## src/rtl/checksum_pkg.sv

```systemverilog
// Shared definitions for the streaming ones'-complement checksum engine.
//   LANE_WIDTH  : width of one checksum word
//   state_e     : engine FSM states
//   ones_fold16 : one ones'-complement fold step (low half + high half)
//   keep_mask   : expands one byte-keep bit into an 8-bit data mask
package checksum_pkg;

  localparam int unsigned LANE_WIDTH = 16;

  typedef enum logic [2:0] {
    StIdle,
    StAccum,
    StFold1,
    StFold2,
    StDone
  } state_e;

  function automatic logic [31:0] ones_fold16(input logic [31:0] x);
    return {16'h0000, x[15:0]} + {16'h0000, x[31:16]};
  endfunction

  function automatic logic [7:0] keep_mask(input logic keep);
    return {8{keep}};
  endfunction

endpackage

```

## src/rtl/checksum_lane_adder.sv

```systemverilog
// Combinational masked adder tree over the 16-bit lanes of one beat.
//   i_data : beat data, big-endian (first byte in the top bits)
//   i_keep : byte enables, bit i guards data bits [8i+7:8i]
//   o_sum  : plain binary sum of the masked lanes (no ones'-complement wrap)
module checksum_lane_adder
  import checksum_pkg::*;
#(
  parameter int unsigned DATA_WIDTH = 32,
  parameter int unsigned SUM_W      = LANE_WIDTH + $clog2(DATA_WIDTH / LANE_WIDTH)
) (
  input  logic [DATA_WIDTH-1:0]   i_data,
  input  logic [DATA_WIDTH/8-1:0] i_keep,
  output logic [SUM_W-1:0]        o_sum
);

  localparam int unsigned LANES  = DATA_WIDTH / LANE_WIDTH;
  localparam int unsigned KEEP_W = DATA_WIDTH / 8;

  logic [DATA_WIDTH-1:0] w_masked;

  always_comb begin
    w_masked = '0;
    for (int b = 0; b < KEEP_W; b++) begin
      w_masked[b*8 +: 8] = i_data[b*8 +: 8] & keep_mask(i_keep[b]);
    end
  end

  always_comb begin
    o_sum = '0;
    for (int j = 0; j < LANES; j++) begin
      o_sum = o_sum + SUM_W'(w_masked[j*LANE_WIDTH +: LANE_WIDTH]);
    end
  end

endmodule

```

## src/rtl/checksum_stream_engine.sv

```systemverilog
// Streaming Internet checksum engine (generate / verify) with packet framing.
//   clk, reset (async, active-low), enable (freeze when low)
//   seed, mode        : sampled with the first beat of a packet
//   in_data/in_keep/in_valid/in_last/in_ready : beat input handshake
//   out_checksum/out_ok/out_len/out_valid/out_ready : result handshake
module checksum_stream_engine
  import checksum_pkg::*;
#(
  parameter int unsigned DATA_WIDTH = 32,
  parameter int unsigned ACC_WIDTH  = 32
) (
  input  logic                    clk,
  input  logic                    reset,
  input  logic                    enable,
  input  logic [15:0]             seed,
  input  logic                    mode,
  input  logic [DATA_WIDTH-1:0]   in_data,
  input  logic [DATA_WIDTH/8-1:0] in_keep,
  input  logic                    in_valid,
  input  logic                    in_last,
  output logic                    in_ready,
  output logic [15:0]             out_checksum,
  output logic                    out_ok,
  output logic [15:0]             out_len,
  output logic                    out_valid,
  input  logic                    out_ready
);

  localparam int unsigned LANES     = DATA_WIDTH / LANE_WIDTH;
  localparam int unsigned KEEP_W    = DATA_WIDTH / 8;
  localparam int unsigned SUM_W     = LANE_WIDTH + $clog2(LANES);
  localparam int unsigned EXT_W     = ACC_WIDTH + 4;
  // Weight of a carry out of the accumulator, modulo 2^16-1: 2^ACC == 2^(ACC mod 16).
  // For the default 32-bit accumulator this is bit 0, the classic end-around carry.
  localparam int unsigned CARRY_POS = ACC_WIDTH % 16;

  state_e               r_state;
  logic [ACC_WIDTH-1:0] r_acc;
  logic                 r_mode;
  logic [15:0]          r_len;

  logic                 w_idle;
  logic                 w_accept;
  logic [SUM_W-1:0]     w_lane_sum;
  logic [ACC_WIDTH-1:0] w_base;
  logic [EXT_W-1:0]     w_raw;
  logic [EXT_W-1:0]     w_pass1;
  logic [ACC_WIDTH-1:0] w_acc_next;
  logic [31:0]          w_fold;
  logic [4:0]           w_keep_cnt;
  logic [16:0]          w_len_sum;
  logic [15:0]          w_len_next;

  assign w_idle   = (r_state == StIdle);
  assign in_ready = reset & enable & (w_idle | (r_state == StAccum));
  assign w_accept = in_valid & in_ready;

  checksum_lane_adder #(
    .DATA_WIDTH (DATA_WIDTH),
    .SUM_W      (SUM_W)
  ) u_lane_adder (
    .i_data (in_data),
    .i_keep (in_keep),
    .o_sum  (w_lane_sum)
  );

  // First beat starts from the seed; later beats continue the running sum.
  assign w_base  = w_idle ? ACC_WIDTH'(seed) : r_acc;
  assign w_raw   = EXT_W'(w_base) + EXT_W'(w_lane_sum);
  assign w_pass1 = EXT_W'(w_raw[ACC_WIDTH-1:0])
                 + (EXT_W'(w_raw[EXT_W-1:ACC_WIDTH]) << CARRY_POS);
  // A second wrap absorbs the rare carry produced by the first one; it cannot overflow again.
  assign w_acc_next = w_pass1[ACC_WIDTH-1:0]
                    + (ACC_WIDTH'(w_pass1[EXT_W-1:ACC_WIDTH]) << CARRY_POS);

  assign w_fold = ones_fold16(32'(r_acc));

  always_comb begin
    w_keep_cnt = '0;
    for (int b = 0; b < KEEP_W; b++) begin
      w_keep_cnt = w_keep_cnt + 5'(in_keep[b]);
    end
  end

  assign w_len_sum  = 17'(w_idle ? 16'h0000 : r_len) + 17'(w_keep_cnt);
  assign w_len_next = w_len_sum[16] ? 16'hFFFF : w_len_sum[15:0];
  assign out_len    = r_len;

  always_ff @(posedge clk or negedge reset) begin
    if (!reset) begin
      r_state      <= StIdle;
      r_acc        <= '0;
      r_mode       <= 1'b0;
      r_len        <= '0;
      out_checksum <= '0;
      out_ok       <= 1'b0;
      out_valid    <= 1'b0;
    end else if (enable) begin
      unique case (r_state)
        StIdle, StAccum: begin
          if (w_accept) begin
            r_acc <= w_acc_next;
            r_len <= w_len_next;
            if (w_idle) begin
              r_mode <= mode;
            end
            r_state <= in_last ? StFold1 : StAccum;
          end
        end
        StFold1: begin
          r_acc   <= ACC_WIDTH'(w_fold);
          r_state <= StFold2;
        end
        StFold2: begin
          r_acc        <= ACC_WIDTH'(w_fold);
          out_checksum <= r_mode ? w_fold[15:0] : ~w_fold[15:0];
          out_ok       <= (w_fold[15:0] == 16'hFFFF);
          out_valid    <= 1'b1;
          r_state      <= StDone;
        end
        StDone: begin
          if (out_ready) begin
            out_valid <= 1'b0;
            r_state   <= StIdle;
          end
        end
        default: r_state <= StIdle;
      endcase
    end
  end

endmodule

```

## config.mk

```make
export PLATFORM = sky130hd
export DESIGN_NAME = checksum_stream_engine
export DESIGN_NICKNAME = d
export VERILOG_FILES = /design/src/rtl/checksum_pkg.sv /design/src/rtl/checksum_lane_adder.sv /design/src/rtl/checksum_stream_engine.sv
export SDC_FILE = /design/constraint.sdc
export NUM_CORES = 1
export LEC_CHECK = 0
export ABC_AREA = 0
export BUFFER_PORTS_ARGS = -buffer_cell sky130_fd_sc_hd__buf_2
export CORE_AREA = 2 2 123 125
export DETAILED_ROUTE_END_ITERATION = 6
export DIE_AREA = 0 0 125 127
export GPL_TIMING_DRIVEN = 0
export PLACE_DENSITY = 0.78
export SYNTH_ARGS = -nofsm -noshare
export SYNTH_HDL_FRONTEND = slang
export SYNTH_SLANG_ARGS = --single-unit
```

## constraint.sdc

```tcl
create_clock -name clk -period 7.82 [get_ports clk]
set_input_delay 0.391 -clock clk [delete_from_list [all_inputs] [get_ports clk]]
set_output_delay 0.391 -clock clk [all_outputs]
set_load 0.02 [all_outputs]
```

==> metrics.yaml <==
outcome:
  status: "complete, no violations"
synthesis:
  synth_cell_types: 88
  synth-xor-area-share_pct: 11.2
  synthAdderAreaFrac_pct: 11.3
  yosysSeqAreaShare_pct: 22.4
  synth_edf_count: 0
  synth_compound_area_share_pct: 21.7
  synth_area_sq_um: 7830
  muxShareOfSynthArea_pct: 3.63
  ys_seq_elements: 70
  syn_inst: 991
  synth_top_family_by_area: "simple AND/OR/NAND/NOR gates"
  synth_top_cell_area_share_pct: 22.4
  syn_nets: 1108
  ys.flop_type: "dfrtp_1"
  async_flop_share_pct: 100
  ys_top_cells_by_area: "dfrtp_1, nand2_1, xnor2_1"
  yosysWarnings: 0
  synthSimpleGateAreaFrac_pct: 24.8
  synth_top_cell_by_area: "dfrtp_1"
  avgSynthCellArea_sq_um: 7.90
power_and_ir_drop:
  total_power_mw: 3.80
  pwr-share-seq_pct: 17.0
  p_leak_nw: 4.11
  clkPwrFrac_pct: 11.2
  peakVddDrop_mv: 0.224
  p_switching_mw: 2.02
  powerDensity_nw_per_um2: 418
  p_comb_share_pct: 71.8
  p_sw_share_pct: 53.2
  intPower_mw: 1.78
sta:
  finalCriticalPeriod_ps: 7500
  setup_viol: 0
  slew-limit-headroom_pct: 37.9
  hold_viol: 0
  fin_worst_skew_ps: 6.31
  slew_violations: 0
  tightestPinTransition_ps: 924
  fin_hold_ws_ps: 169
  finalCritPeriodShare_pct: 95.9
  max_freq_mhz: 133
place:
  portBuffers: 93
  gp_congestion: 0.949
  hpwl_um: 18300
  dpl_cell_area_sq_um: 8530
detailed_routing:
  first_pass_iters: 5
  via_count: 7970
  routedWlPerCell_um: 18.4
  drt_first_iter_violations: 667
  viasPerCell: 6.17
  postRouteWirelength_um: 23800
  drtAntennaViolNets: 0
  drc: 0
finish:
  fin_nets: 1221
  syn_to_final_growth_pct: 16.0
  layout_commonest_cell: "nand2_1"
  design_area_sq_um: 9090
  fillers: 1267
  post-route-util_pct: 63.0
  n_antenna_cell: 0
  layout-drive-gt1-share_pct: 17.1
  final_cell_mix: "nand2_1, buf_2, o21ai_0"
worst_setup_path:
  cp-start-kind: "register"
  worstReg2RegEnd: "r_acc[31]"
  ff2ff_setup_slack_ps: 320
  critical_path.max_stage_delay_ps: 580
  endpoint_kind: "register"
  critical_path_class: "register to register"
  cp.arrival_ps: 7720
  r2r_start: "r_state[1]"
  crit_path_frequent_cell: "nand2_1"
  reg2regPathDepth: 27
  path_max_fanout: 11
  cp_slowest_cell: "or4_1"
  required_ps: 8040
floorplanning:
  coreArea_sq_um: 14400
  die_area_sq_um: 15900
  die_y_um: 127
  initial_utilization_pct: 54.3
  rows: 44
  die_w_um: 125
  boundaryPins: 94
clock_network:
  clockBufferDepth: 2
  numCtsBuffers: 9
  cts_tree: "done"
  cts_root_buffer: "clkbuf_16"
  clock_latency_ps: 340
  clock_tree.htree_level_count: 3
  path_clk_slew_ps: 60
  cts.sinks: 70
  hold_buffers: 0
grt:
  first_global_vias: 7345
  grt_pass1_wl_um: 37700
  grt_antenna_before_repair: 0
  grt_max_degree: 72
  grtUsageTotal_pct: 29.5
  overflow: 0
worst_hold_path:
  hold_path_class: "primary input to async pin"
flow_run:
  maxCapViolCount: 0
-- logic make-up (layout without fill, tap and decap cells) --
family                     Yosys count  in the layout
DFF                                 70             70
xor gates and xnor gates            96             96
buffers and inverters              102            219
and+or+nand+nor                    377            377
muxes                               28             28
adders and majority gates           58             58
AOI/OAI and AO/OA                  260            260
-- power by group through the flow --
| stage | registers, mW | logic [mW] | clock network [mW] |
|---|---|---|---|
| 5_1_grt | 0.666 | 2.98 | 0.439 |
| 3_5_place_dp | 0.641 | 2.56 | 0 |
| 3_3_place_gp | 0.635 | 2.50 | 0 |
| 6_report | 0.647 | 2.73 | 0.426 |
| 4_1_cts | 0.641 | 2.62 | 0.423 |
| 2_1_floorplan | 0.676 | 1.89 | 0 |
-- cell type report --
cell class                 instances  area [sq um]  area share (%)
sequential                        70          1750            19.3
multi-input combinational        819          5830            64.2
tap                              184           230            2.53
inverter                          57           214            2.35
buffer                            42           194            2.13
timing repair buffer             105           558            6.14
clock inverter                     5          75.1           0.826
clock buffer                      10           229            2.52
-- metrics by stage --
step           TNS (ps)  instances  worst slack [ps]
4_1_cts               0       1290              41.3
6_report              0       1292               323
5_1_grt            -140       1292             -43.0
2_1_floorplan         0        991              35.9
3_3_place_gp     -62100       1268             -2480
3_5_place_dp     -64120       1268             -2530
-- flip-flops by register name (all words and copies together) (netlist names) --
| signal | cells |
|---|---|
| r_state | 3 |
| out_valid | 1 |
| out_ok | 1 |
| out_len | 16 |
| r_acc | 32 |
| r_mode | 1 |
| out_checksum | 16 |
-- routing by layer --
metal,part of all wire [%],GRT usage (%),wire [um]
met1,42,39.9,10100
met2,45,47.6,10800
met3,7.5,2.85,1790
met4,4.7,14.5,1130
met5,0,0,0
-- critical path: cells and delay by family, from the launching register on --
family,cells,cell delay [ps]
flops,1,490
mux,1,450
buf+inv,3,380
fa+ha+maj,5,1340
simple gates,15,3950
compound gates,3,730
-- synth_stat cells, types with 10 or more instances --
cell type / instances
o21a_1: 10
and3_1: 19
dfrtp_1: 70
xnor2_1: 55
and2_1: 11
nor3_1: 20
fa_1: 21
clkbuf_1: 35
nand2_1: 154
nor2_1: 61
mux2i_1: 25
xor2_1: 37
nand3_1: 34
a21oi_1: 68
o21ai_0: 70
inv_1: 56
and4_1: 11
nand4_1: 11
ha_1: 37
-- worst max-delay path by stage --
stage	from	to	slack (ps)	cells after the start
final	r_state[1]	r_acc[31]	320	27
after global routing	r_state[1]	r_acc[5]	-40	31
after CTS	r_state[0]	r_acc[31]	40	30
after detailed placement	r_state[1]	r_acc[31]	-2530	29
after global placement	r_state[1]	r_acc[31]	-2480	29
after floorplan	r_state[1]	r_acc[31]	40	29
-- timing repair --
action	in CTS	in global routing
endpoints found under the setup margin	32	28
gates resized for setup	26	17
buffers inserted	8	4
pin swaps	7	7
Power figures use the tool's default switching activity.
